==> config.mk <==
export PLATFORM = sky130hd
export DESIGN_NAME = mips_control_unit_flat
export DESIGN_NICKNAME = d
export VERILOG_FILES = /design/src/rtl/cu_pkg.sv /design/src/rtl/mips_control_unit_if.sv /design/src/rtl/cu_funct_decoder.sv /design/src/rtl/mips_control_unit.sv /design/src/flat_wrapper.sv
export SDC_FILE = /design/constraint.sdc
export NUM_CORES = 1
export LEC_CHECK = 0
export BUFFER_PORTS_ARGS = -buffer_cell sky130_fd_sc_hd__buf_4
export CAP_MARGIN = 20
export CORE_MARGIN = 2
export CORE_UTILIZATION = 40
export CTS_CLUSTER_DIAMETER = 30
export CTS_CLUSTER_SIZE = 16
export DETAILED_ROUTE_END_ITERATION = 12
export MAX_ROUTING_LAYER = met4
export PLACE_DENSITY = 0.74
export SYNTH_ARGS = -nofsm -noshare
export SYNTH_HDL_FRONTEND = slang
export SYNTH_HIERARCHICAL = 1
export SYNTH_SLANG_ARGS = --single-unit
==> constraint.sdc <==
create_clock -name clk -period 4.21 [get_ports clk]
set_clock_uncertainty 0.1 [all_clocks]
set_input_delay 0.842 -clock clk [delete_from_list [all_inputs] [get_ports clk]]
set_output_delay 0.842 -clock clk [all_outputs]
set_load 0.01 [all_outputs]
==> src/rtl/cu_pkg.sv <==
// cu_pkg: fixed OpCode/Funct encodings, ALU operation codes and the decoded control bundle.
package cu_pkg;
  typedef enum logic [3:0] {
    ALU_ADD = 4'h0,
    ALU_SUB = 4'h1,
    ALU_AND = 4'h2,
    ALU_OR  = 4'h3,
    ALU_XOR = 4'h4,
    ALU_NOR = 4'h5,
    ALU_SLT = 4'h6,
    ALU_SLL = 4'h7,
    ALU_SRL = 4'h8
  } aluOp_t;
  localparam logic [5:0] OP_RTYPE = 6'h00;
  localparam logic [5:0] OP_J     = 6'h02;
  localparam logic [5:0] OP_JAL   = 6'h03;
  localparam logic [5:0] OP_BEQ   = 6'h04;
  localparam logic [5:0] OP_BNE   = 6'h05;
  localparam logic [5:0] OP_ADDI  = 6'h08;
  localparam logic [5:0] OP_SLTI  = 6'h0A;
  localparam logic [5:0] OP_ANDI  = 6'h0C;
  localparam logic [5:0] OP_ORI   = 6'h0D;
  localparam logic [5:0] OP_XORI  = 6'h0E;
  localparam logic [5:0] OP_LW    = 6'h23;
  localparam logic [5:0] OP_SW    = 6'h2B;
  localparam logic [5:0] FN_SLL   = 6'h00;
  localparam logic [5:0] FN_SRL   = 6'h02;
  localparam logic [5:0] FN_JR    = 6'h08;
  localparam logic [5:0] FN_ADD   = 6'h20;
  localparam logic [5:0] FN_SUB   = 6'h22;
  localparam logic [5:0] FN_AND   = 6'h24;
  localparam logic [5:0] FN_OR    = 6'h25;
  localparam logic [5:0] FN_XOR   = 6'h26;
  localparam logic [5:0] FN_NOR   = 6'h27;
  localparam logic [5:0] FN_SLT   = 6'h2A;
  typedef struct packed {
    logic   regDst;
    logic   aluSrc1;
    logic   aluSrc2;
    aluOp_t aluOp;
    logic   memRdEn;
    logic   memWrEn;
    logic   memtoReg;
    logic   regWrEn;
    logic   branchEq;
    logic   branchNeq;
    logic   jump;
    logic   jumpReg;
    logic   invalidInst;
  } ctrl_t;
endpackage

==> src/rtl/mips_control_unit_if.sv <==
// mips_control_unit_if: instruction fields in, datapath control strobes out.
interface mips_control_unit_if;
  logic [5:0] OpCode;
  logic [5:0] Funct;
  logic       RegDst;
  logic       ALUSrc1;
  logic       ALUSrc2;
  logic [3:0] ALUOp;
  logic       MemRdEn;
  logic       MemWrEn;
  logic       MemtoReg;
  logic       RegWrEn;
  logic       BranchEq;
  logic       BranchNeq;
  logic       Jump;
  logic       JumpReg;
  logic       InvalidInst;
  logic       InvalidSticky;
  modport master (
    output OpCode, Funct,
    input  RegDst, ALUSrc1, ALUSrc2, ALUOp, MemRdEn, MemWrEn, MemtoReg, RegWrEn,
           BranchEq, BranchNeq, Jump, JumpReg, InvalidInst, InvalidSticky
  );
  modport slave (
    input  OpCode, Funct,
    output RegDst, ALUSrc1, ALUSrc2, ALUOp, MemRdEn, MemWrEn, MemtoReg, RegWrEn,
           BranchEq, BranchNeq, Jump, JumpReg, InvalidInst, InvalidSticky
  );
endinterface

==> src/rtl/cu_funct_decoder.sv <==
// cu_funct_decoder: R-type Funct to ALU op / shamt select / jr; CU_EXT_RTYPE_EN adds xor, nor, srl.
module cu_funct_decoder
  import cu_pkg::*;
(
  input  logic [5:0] funct,
  output aluOp_t     aluOp,
  output logic       rtypeValid,
  output logic       jumpReg,
  output logic       aluSrc1
);
  always_comb begin
    aluOp = ALU_ADD;
    rtypeValid = 1'b1;
    jumpReg = 1'b0;
    aluSrc1 = 1'b0;
    case (funct)
      FN_ADD: aluOp = ALU_ADD;
      FN_SUB: aluOp = ALU_SUB;
      FN_AND: aluOp = ALU_AND;
      FN_OR:  aluOp = ALU_OR;
      FN_SLT: aluOp = ALU_SLT;
      FN_SLL: begin aluOp = ALU_SLL; aluSrc1 = 1'b1; end
      FN_JR:  jumpReg = 1'b1;
`ifdef CU_EXT_RTYPE_EN
      FN_XOR: aluOp = ALU_XOR;
      FN_NOR: aluOp = ALU_NOR;
      FN_SRL: begin aluOp = ALU_SRL; aluSrc1 = 1'b1; end
`endif
      default: rtypeValid = 1'b0;
    endcase
  end
endmodule

==> src/rtl/mips_control_unit.sv <==
// mips_control_unit: single-cycle MIPS main decoder, reset-gated outputs and sticky illegal flag.
// Optional CU_EXT_RTYPE_EN enables the xor/nor/srl R-type functs in cu_funct_decoder.
module mips_control_unit
  import cu_pkg::*;
(
  input logic                clk,
  input logic                rst_n,
  mips_control_unit_if.slave cu
);
  aluOp_t fnAluOp;
  logic   fnValid, fnJumpReg, fnAluSrc1, invalidSticky;
  ctrl_t  dec, ctl;
  cu_funct_decoder uFunct (
    .funct(cu.Funct), .aluOp(fnAluOp), .rtypeValid(fnValid), .jumpReg(fnJumpReg), .aluSrc1(fnAluSrc1)
  );
  always_comb begin
    dec = '0;
    case (cu.OpCode)
      OP_RTYPE: begin
        dec.invalidInst = !fnValid;
        dec.regDst = fnValid && !fnJumpReg;
        dec.regWrEn = fnValid && !fnJumpReg;
        dec.aluOp = fnAluOp;
        dec.aluSrc1 = fnAluSrc1;
        dec.jumpReg = fnJumpReg;
      end
      OP_ADDI: {dec.aluSrc2, dec.regWrEn} = 2'b11;
      OP_ANDI: begin {dec.aluSrc2, dec.regWrEn} = 2'b11; dec.aluOp = ALU_AND; end
      OP_ORI:  begin {dec.aluSrc2, dec.regWrEn} = 2'b11; dec.aluOp = ALU_OR; end
      OP_XORI: begin {dec.aluSrc2, dec.regWrEn} = 2'b11; dec.aluOp = ALU_XOR; end
      OP_SLTI: begin {dec.aluSrc2, dec.regWrEn} = 2'b11; dec.aluOp = ALU_SLT; end
      OP_LW:   {dec.aluSrc2, dec.memRdEn, dec.memtoReg, dec.regWrEn} = 4'b1111;
      OP_SW:   {dec.aluSrc2, dec.memWrEn} = 2'b11;
      OP_BEQ:  begin dec.branchEq = 1'b1; dec.aluOp = ALU_SUB; end
      OP_BNE:  begin dec.branchNeq = 1'b1; dec.aluOp = ALU_SUB; end
      OP_J:    dec.jump = 1'b1;
      OP_JAL:  {dec.jump, dec.regWrEn} = 2'b11;
      default: dec.invalidInst = 1'b1;
    endcase
  end
  assign ctl = rst_n ? dec : '0;
  always_ff @(posedge clk) begin
    if (!rst_n) invalidSticky <= 1'b0;
    else if (ctl.invalidInst) invalidSticky <= 1'b1;
  end
  assign cu.RegDst = ctl.regDst;
  assign cu.ALUSrc1 = ctl.aluSrc1;
  assign cu.ALUSrc2 = ctl.aluSrc2;
  assign cu.ALUOp = ctl.aluOp;
  assign cu.MemRdEn = ctl.memRdEn;
  assign cu.MemWrEn = ctl.memWrEn;
  assign cu.MemtoReg = ctl.memtoReg;
  assign cu.RegWrEn = ctl.regWrEn;
  assign cu.BranchEq = ctl.branchEq;
  assign cu.BranchNeq = ctl.branchNeq;
  assign cu.Jump = ctl.jump;
  assign cu.JumpReg = ctl.jumpReg;
  assign cu.InvalidInst = ctl.invalidInst;
  assign cu.InvalidSticky = invalidSticky;
endmodule

==> src/flat_wrapper.sv <==
// flat-port wrapper written by rule: the top's interface ports become plain ports
module mips_control_unit_flat import cu_pkg::*;
  (clk, rst_n, cu_OpCode, cu_Funct, cu_RegDst, cu_ALUSrc1, cu_ALUSrc2, cu_ALUOp, cu_MemRdEn, cu_MemWrEn, cu_MemtoReg, cu_RegWrEn, cu_BranchEq, cu_BranchNeq, cu_Jump, cu_JumpReg, cu_InvalidInst, cu_InvalidSticky);
  mips_control_unit_if cu_i ();
  input logic clk;
  input logic rst_n;
  input wire logic [$bits(cu_i.OpCode)-1:0] cu_OpCode;
  input wire logic [$bits(cu_i.Funct)-1:0] cu_Funct;
  output wire logic [$bits(cu_i.RegDst)-1:0] cu_RegDst;
  output wire logic [$bits(cu_i.ALUSrc1)-1:0] cu_ALUSrc1;
  output wire logic [$bits(cu_i.ALUSrc2)-1:0] cu_ALUSrc2;
  output wire logic [$bits(cu_i.ALUOp)-1:0] cu_ALUOp;
  output wire logic [$bits(cu_i.MemRdEn)-1:0] cu_MemRdEn;
  output wire logic [$bits(cu_i.MemWrEn)-1:0] cu_MemWrEn;
  output wire logic [$bits(cu_i.MemtoReg)-1:0] cu_MemtoReg;
  output wire logic [$bits(cu_i.RegWrEn)-1:0] cu_RegWrEn;
  output wire logic [$bits(cu_i.BranchEq)-1:0] cu_BranchEq;
  output wire logic [$bits(cu_i.BranchNeq)-1:0] cu_BranchNeq;
  output wire logic [$bits(cu_i.Jump)-1:0] cu_Jump;
  output wire logic [$bits(cu_i.JumpReg)-1:0] cu_JumpReg;
  output wire logic [$bits(cu_i.InvalidInst)-1:0] cu_InvalidInst;
  output wire logic [$bits(cu_i.InvalidSticky)-1:0] cu_InvalidSticky;
  assign cu_i.OpCode = cu_OpCode;
  assign cu_i.Funct = cu_Funct;
  assign cu_RegDst = cu_i.RegDst;
  assign cu_ALUSrc1 = cu_i.ALUSrc1;
  assign cu_ALUSrc2 = cu_i.ALUSrc2;
  assign cu_ALUOp = cu_i.ALUOp;
  assign cu_MemRdEn = cu_i.MemRdEn;
  assign cu_MemWrEn = cu_i.MemWrEn;
  assign cu_MemtoReg = cu_i.MemtoReg;
  assign cu_RegWrEn = cu_i.RegWrEn;
  assign cu_BranchEq = cu_i.BranchEq;
  assign cu_BranchNeq = cu_i.BranchNeq;
  assign cu_Jump = cu_i.Jump;
  assign cu_JumpReg = cu_i.JumpReg;
  assign cu_InvalidInst = cu_i.InvalidInst;
  assign cu_InvalidSticky = cu_i.InvalidSticky;
  mips_control_unit u_core (.clk(clk), .rst_n(rst_n), .cu(cu_i));
endmodule
After elaboration in Yosys (flattened, before gate mapping). Index checks and enable logic that the tools add are counted.

Multiplexer cells: 16. Equal/unequal tests: 17. Reduce and logical (&&, ||, !) cells: 11.

Operators by type and width (number): 6-bit equality test (second input constant) (7); 6-bit by 4-bit equality test with 1-bit output (second input constant) (6); 7-bit OR reduction (3); 3-bit one-hot mux with 6 select lines (1); 16-bit two-way mux (1); 3-bit one-hot mux with 5 select lines (1); 6-bit by 2-bit equality test with 1-bit output (second input constant) (2); 6-bit by 3-bit equality test with 1-bit output (second input constant) (2); 6-bit logical NOT (2); 11-bit OR reduction (1); 1-bit two-way mux (10); 1-bit one-hot mux with 2 select lines (2); 2-bit OR reduction (2); 1-bit logical NOT (2); 2-bit two-way mux (1); 1-bit logical AND (1).

Output and inout bits: 17. Register bits after elaboration: 1. Word-level logic and storage cells: 45.

Longest topological paths before layout.
Depth after elaboration: 6. Gate-level depth with buffers: 7.

Hierarchy. Netlist, hierarchy kept.

By module, submodules not included: mips_control_unit (cells an instance 54, instances 1, seq. area each 20.0 sq um, area each 356.6 sq um); cu_funct_decoder (cells an instance 26, instances 1, seq. area each 0.0 sq um, area each 177.7 sq um).

Least setup slack after synthesis. Ideal clock, no wire load.

Kind: input to output. From: input cu_Funct[1]. To: output cu_ALUOp[2]. Cell stages on the path: 5. Setup slack: 1.110 ns. Arrival: 2.158 ns. Buffers on the path: 1. Required time: 3.268 ns. Cell sequence: buf_6 or3_1 a2111oi_2 nand3_1 a211oi_1.

Word-level cells in the longest chain between the ends: 4. Elaborated cells on any way between the ends: 8. Those cells by class: eq/ne (4); mux (3); reduce/logical (1).

Ends and longest elaborated chain: start: declaration (RTL line flat_wrapper.sv:8) `input wire logic [$bits(cu_i.Funct)-1:0] cu_Funct;`; 6-bit equality test or 6-bit logical NOT (tied branches) (RTL line cu_funct_decoder.sv:16) `case (funct)`; 3-bit one-hot mux with 5 select lines (*) (RTL line cu_funct_decoder.sv:16); net u_core.fnAluOp[2] (RTL line mips_control_unit.sv:10) `aluOp_t fnAluOp;`; 3-bit one-hot mux with 6 select lines (*) (RTL line mips_control_unit.sv:18) `case (cu.OpCode)`; 16-bit two-way mux (*) (RTL line mips_control_unit.sv:41) `assign ctl = rst_n ? dec : '0;`; end: declaration (RTL line flat_wrapper.sv:12) `output wire logic [$bits(cu_i.ALUOp)-1:0] cu_ALUOp;`.

Mark *: on every way through the listed nets, which the timed path passes. The rest lies on a longest branch.

Final worst setup path. Ends and elaborated chain as after synthesis.

==> results.cfg <==
[grt]
grt_pass1_vias = 484
grt.total_usage = 0.173
grt_max_degree = 13
antenna_found_initial = 0
grt_pass1_wl_mm = 1.97
overflow = 0

[worst_setup_path]
worstPathRequired_ns = 3.27
cp-end-kind = primary output
critPathArrivalTime_ns = 2.29
cp-start-kind = input port
timing.rr.start = u_core/cu.InvalidSticky$_SDFFE_PN0P_
critical_path_class = input port to primary output
cp-startpoint = cu_Funct[1]
cp_max_fo = 9

[die]
die_y_um = 40.5
rows = 13
die_w_um = 40.5
die-area_um2 = 1640
core_um2 = 1270
ios = 31
start_util = 0.421

[yosys]
synth_seq_cells = 1
netlist-cell-type-count = 39
synth.avg_cell_area_um2 = 6.68
syn-num-nets = 94
synth_area_um2 = 534
yosysSeqAreaShare = 0.0375
syn_inst = 80
yosys_warnings = 6

[outcome]
status = finished clean

[sta]
rsz0062_at_grt = false
hold_viol = 0
whs_ns = 0.433
min_period_ns = 3.23
clock.fmax_mhz = 310
slew_viol_final = 0
setup_ws_ns = 0.981
timing.final.crit_share = 0.767
fin_tns_setup_ns = 0
setup_violations = 0

[place]
placed_area_um2 = 709
dp_slack_ns = 0.980
hpwl_mm = 1.12
gp_congestion = 0.791
io_buffers = 29

[clock_tree]
cts_hold_buf = 0
cts_resized = 0
cts_setup_buffers = 0
clkTransAtPathRegs_ns = 0
clk-insertion-delay-late_ns = 0

[worst_hold_path]
worstHoldStart = u_core/cu.InvalidSticky$_SDFFE_PN0P_
min_path_type = flop to flop

[finish]
drive_above_1_share = 0.382
nets = 118
fin_area_um2 = 709
diodes = 0
syn_to_final_growth_pct = 32.8
largest_register_ffs = 1

[drt]
dr.pass1.iters = 4
antenna_left = 0
totalWireLength_mm = 1.38
avgRoutedWirePerCell_um = 11.8
drc_errors = 0
drt_iter0_drc = 17
drt-vias-per-instance = 5.72
vias = 669

[power_and_ir_drop]
power_per_cell_area_nw_per_um2 = 85.5
vdd_drop_max_mv = 0.0330
power_leakage_nw = 0.312

[flow_run]
max_cap_violations = 0
## path summary, 6_finish.rpt
| path | endpoint | slack [ns] | cells after the start |
|---|---|---|---|
| worst max-delay path | cu_ALUOp[2] | 0.98 | 6 |
| worst min-delay path | u_core/cu.InvalidSticky$_SDFFE_PN0P_ | 0.43 | 2 |
| worst max register to register | u_core/cu.InvalidSticky$_SDFFE_PN0P_ | 3.43 | 2 |
| worst min register to register | u_core/cu.InvalidSticky$_SDFFE_PN0P_ | 0.43 | 2 |
## layout make-up
| class | instances | area [µm²] |
|---|---|---|
| Inverter | 3 | 11.3 |
| Sequential cell | 1 | 20.0 |
| Timing Repair Buffer | 29 | 218 |
| Tap cell | 15 | 18.8 |
| Multi-Input combinational cell | 69 | 442 |
| Fill cell | 143 | 559 |
## cell families (layout without fill, tap and decap cells)
| family | Yosys count | count (layout) | share of synthesized area |
|---|---|---|---|
| other | 1 | 1 | 0.00702 |
| and+or+nand+nor | 49 | 49 | 0.571 |
| AOI/OAI and AO/OA | 18 | 18 | 0.229 |
| buffers and inverters | 10 | 32 | 0.136 |
| muxes | 1 | 1 | 0.0187 |
| DFF | 1 | 1 | 0.0375 |
## worst max-delay path: stages
cell	delay (ns)
buf_4	0.14
or3_1	0.38
a2111oi_2	0.38
nand3_1	0.12
a211oi_1	0.26
buf_4	0.16
## layout by cell type (no fill, tap or decap), types with 2 or more instances in the layout
cell / Yosys / routed
a21boi_1: 2 / 2
a31oi_1: 3 / 3
a211oi_1: 2 / 2
and3_1: 2 / 2
nand4b_1: 2 / 2
nand3_1: 3 / 3
and2_1: 4 / 4
inv_1: 2 / 2
buf_4: 3 / 29
a21oi_1: 5 / 5
nor2_1: 10 / 10
nor3_1: 5 / 5
nand2_1: 5 / 5
nor4_1: 4 / 4
and3b_1: 2 / 2
## synth_stat cells
master,instances,share of area
nand4_1,1,0.012
or4_4,1,0.021
mux2i_1,1,0.019
nand4b_1,2,0.033
and2_1,4,0.047
buf_6,3,0.063
nand2_1,5,0.035
nor3_1,5,0.047
inv_1,2,0.014
nor2b_2,1,0.016
o22ai_1,1,0.012
buf_2,1,0.0094
a211oi_1,2,0.028
and3b_1,2,0.033
o21a_1,1,0.014
nand3_1,3,0.028
nor4_1,4,0.047
nand2b_1,1,0.012
nand2b_2,1,0.016
and3_1,2,0.023
o21bai_1,1,0.014
or3_1,1,0.012
dfxtp_1,1,0.037
or2_4,1,0.016
nor2_2,1,0.012
nor2b_1,1,0.012
inv_2,1,0.0070
a2111oi_2,1,0.028
nor3_4,1,0.030
o21ai_0,1,0.0094
nor3b_2,1,0.023
a21boi_1,2,0.028
a22oi_1,1,0.014
conb_1,1,0.0070
a21oi_1,5,0.047
nor2_1,10,0.070
nand2b_4,1,0.026
a31oi_1,3,0.035
buf_4,3,0.042
## where the power goes
group / total [W] / leakage, nW / internal (W) / switching, W
Clock: 0 / 0 / 0 / 0
Sequential: 0.0000107 / 0.00843 / 0.0000104 / 0.000000319
Combinational: 0.0000499 / 0.304 / 0.0000227 / 0.0000273
## per-stage QoR
stage / utilization / std cells / power, W
after floorplan: - / 80 / 0.0000416
after global placement: 0.559 / 117 / 0.0000596
after detailed placement: 0.559 / 117 / 0.0000604
after CTS: 0.559 / 117 / 0.0000605
after global routing: 0.559 / 117 / 0.0000659
final: 0.559 / 117 / 0.0000607
## per-layer routing
layer  track usage  vias up  part of all wire  routed length [µm]
met3             0        0             0.056                  77
met5             -        -                 0                   0
met1         0.205      308              0.43                 598
li1              -      340                 -                   -
met2         0.341       21              0.51                 701
met4             0        0                 0                   0
Note: power is estimated with default switching activity, not from simulation.
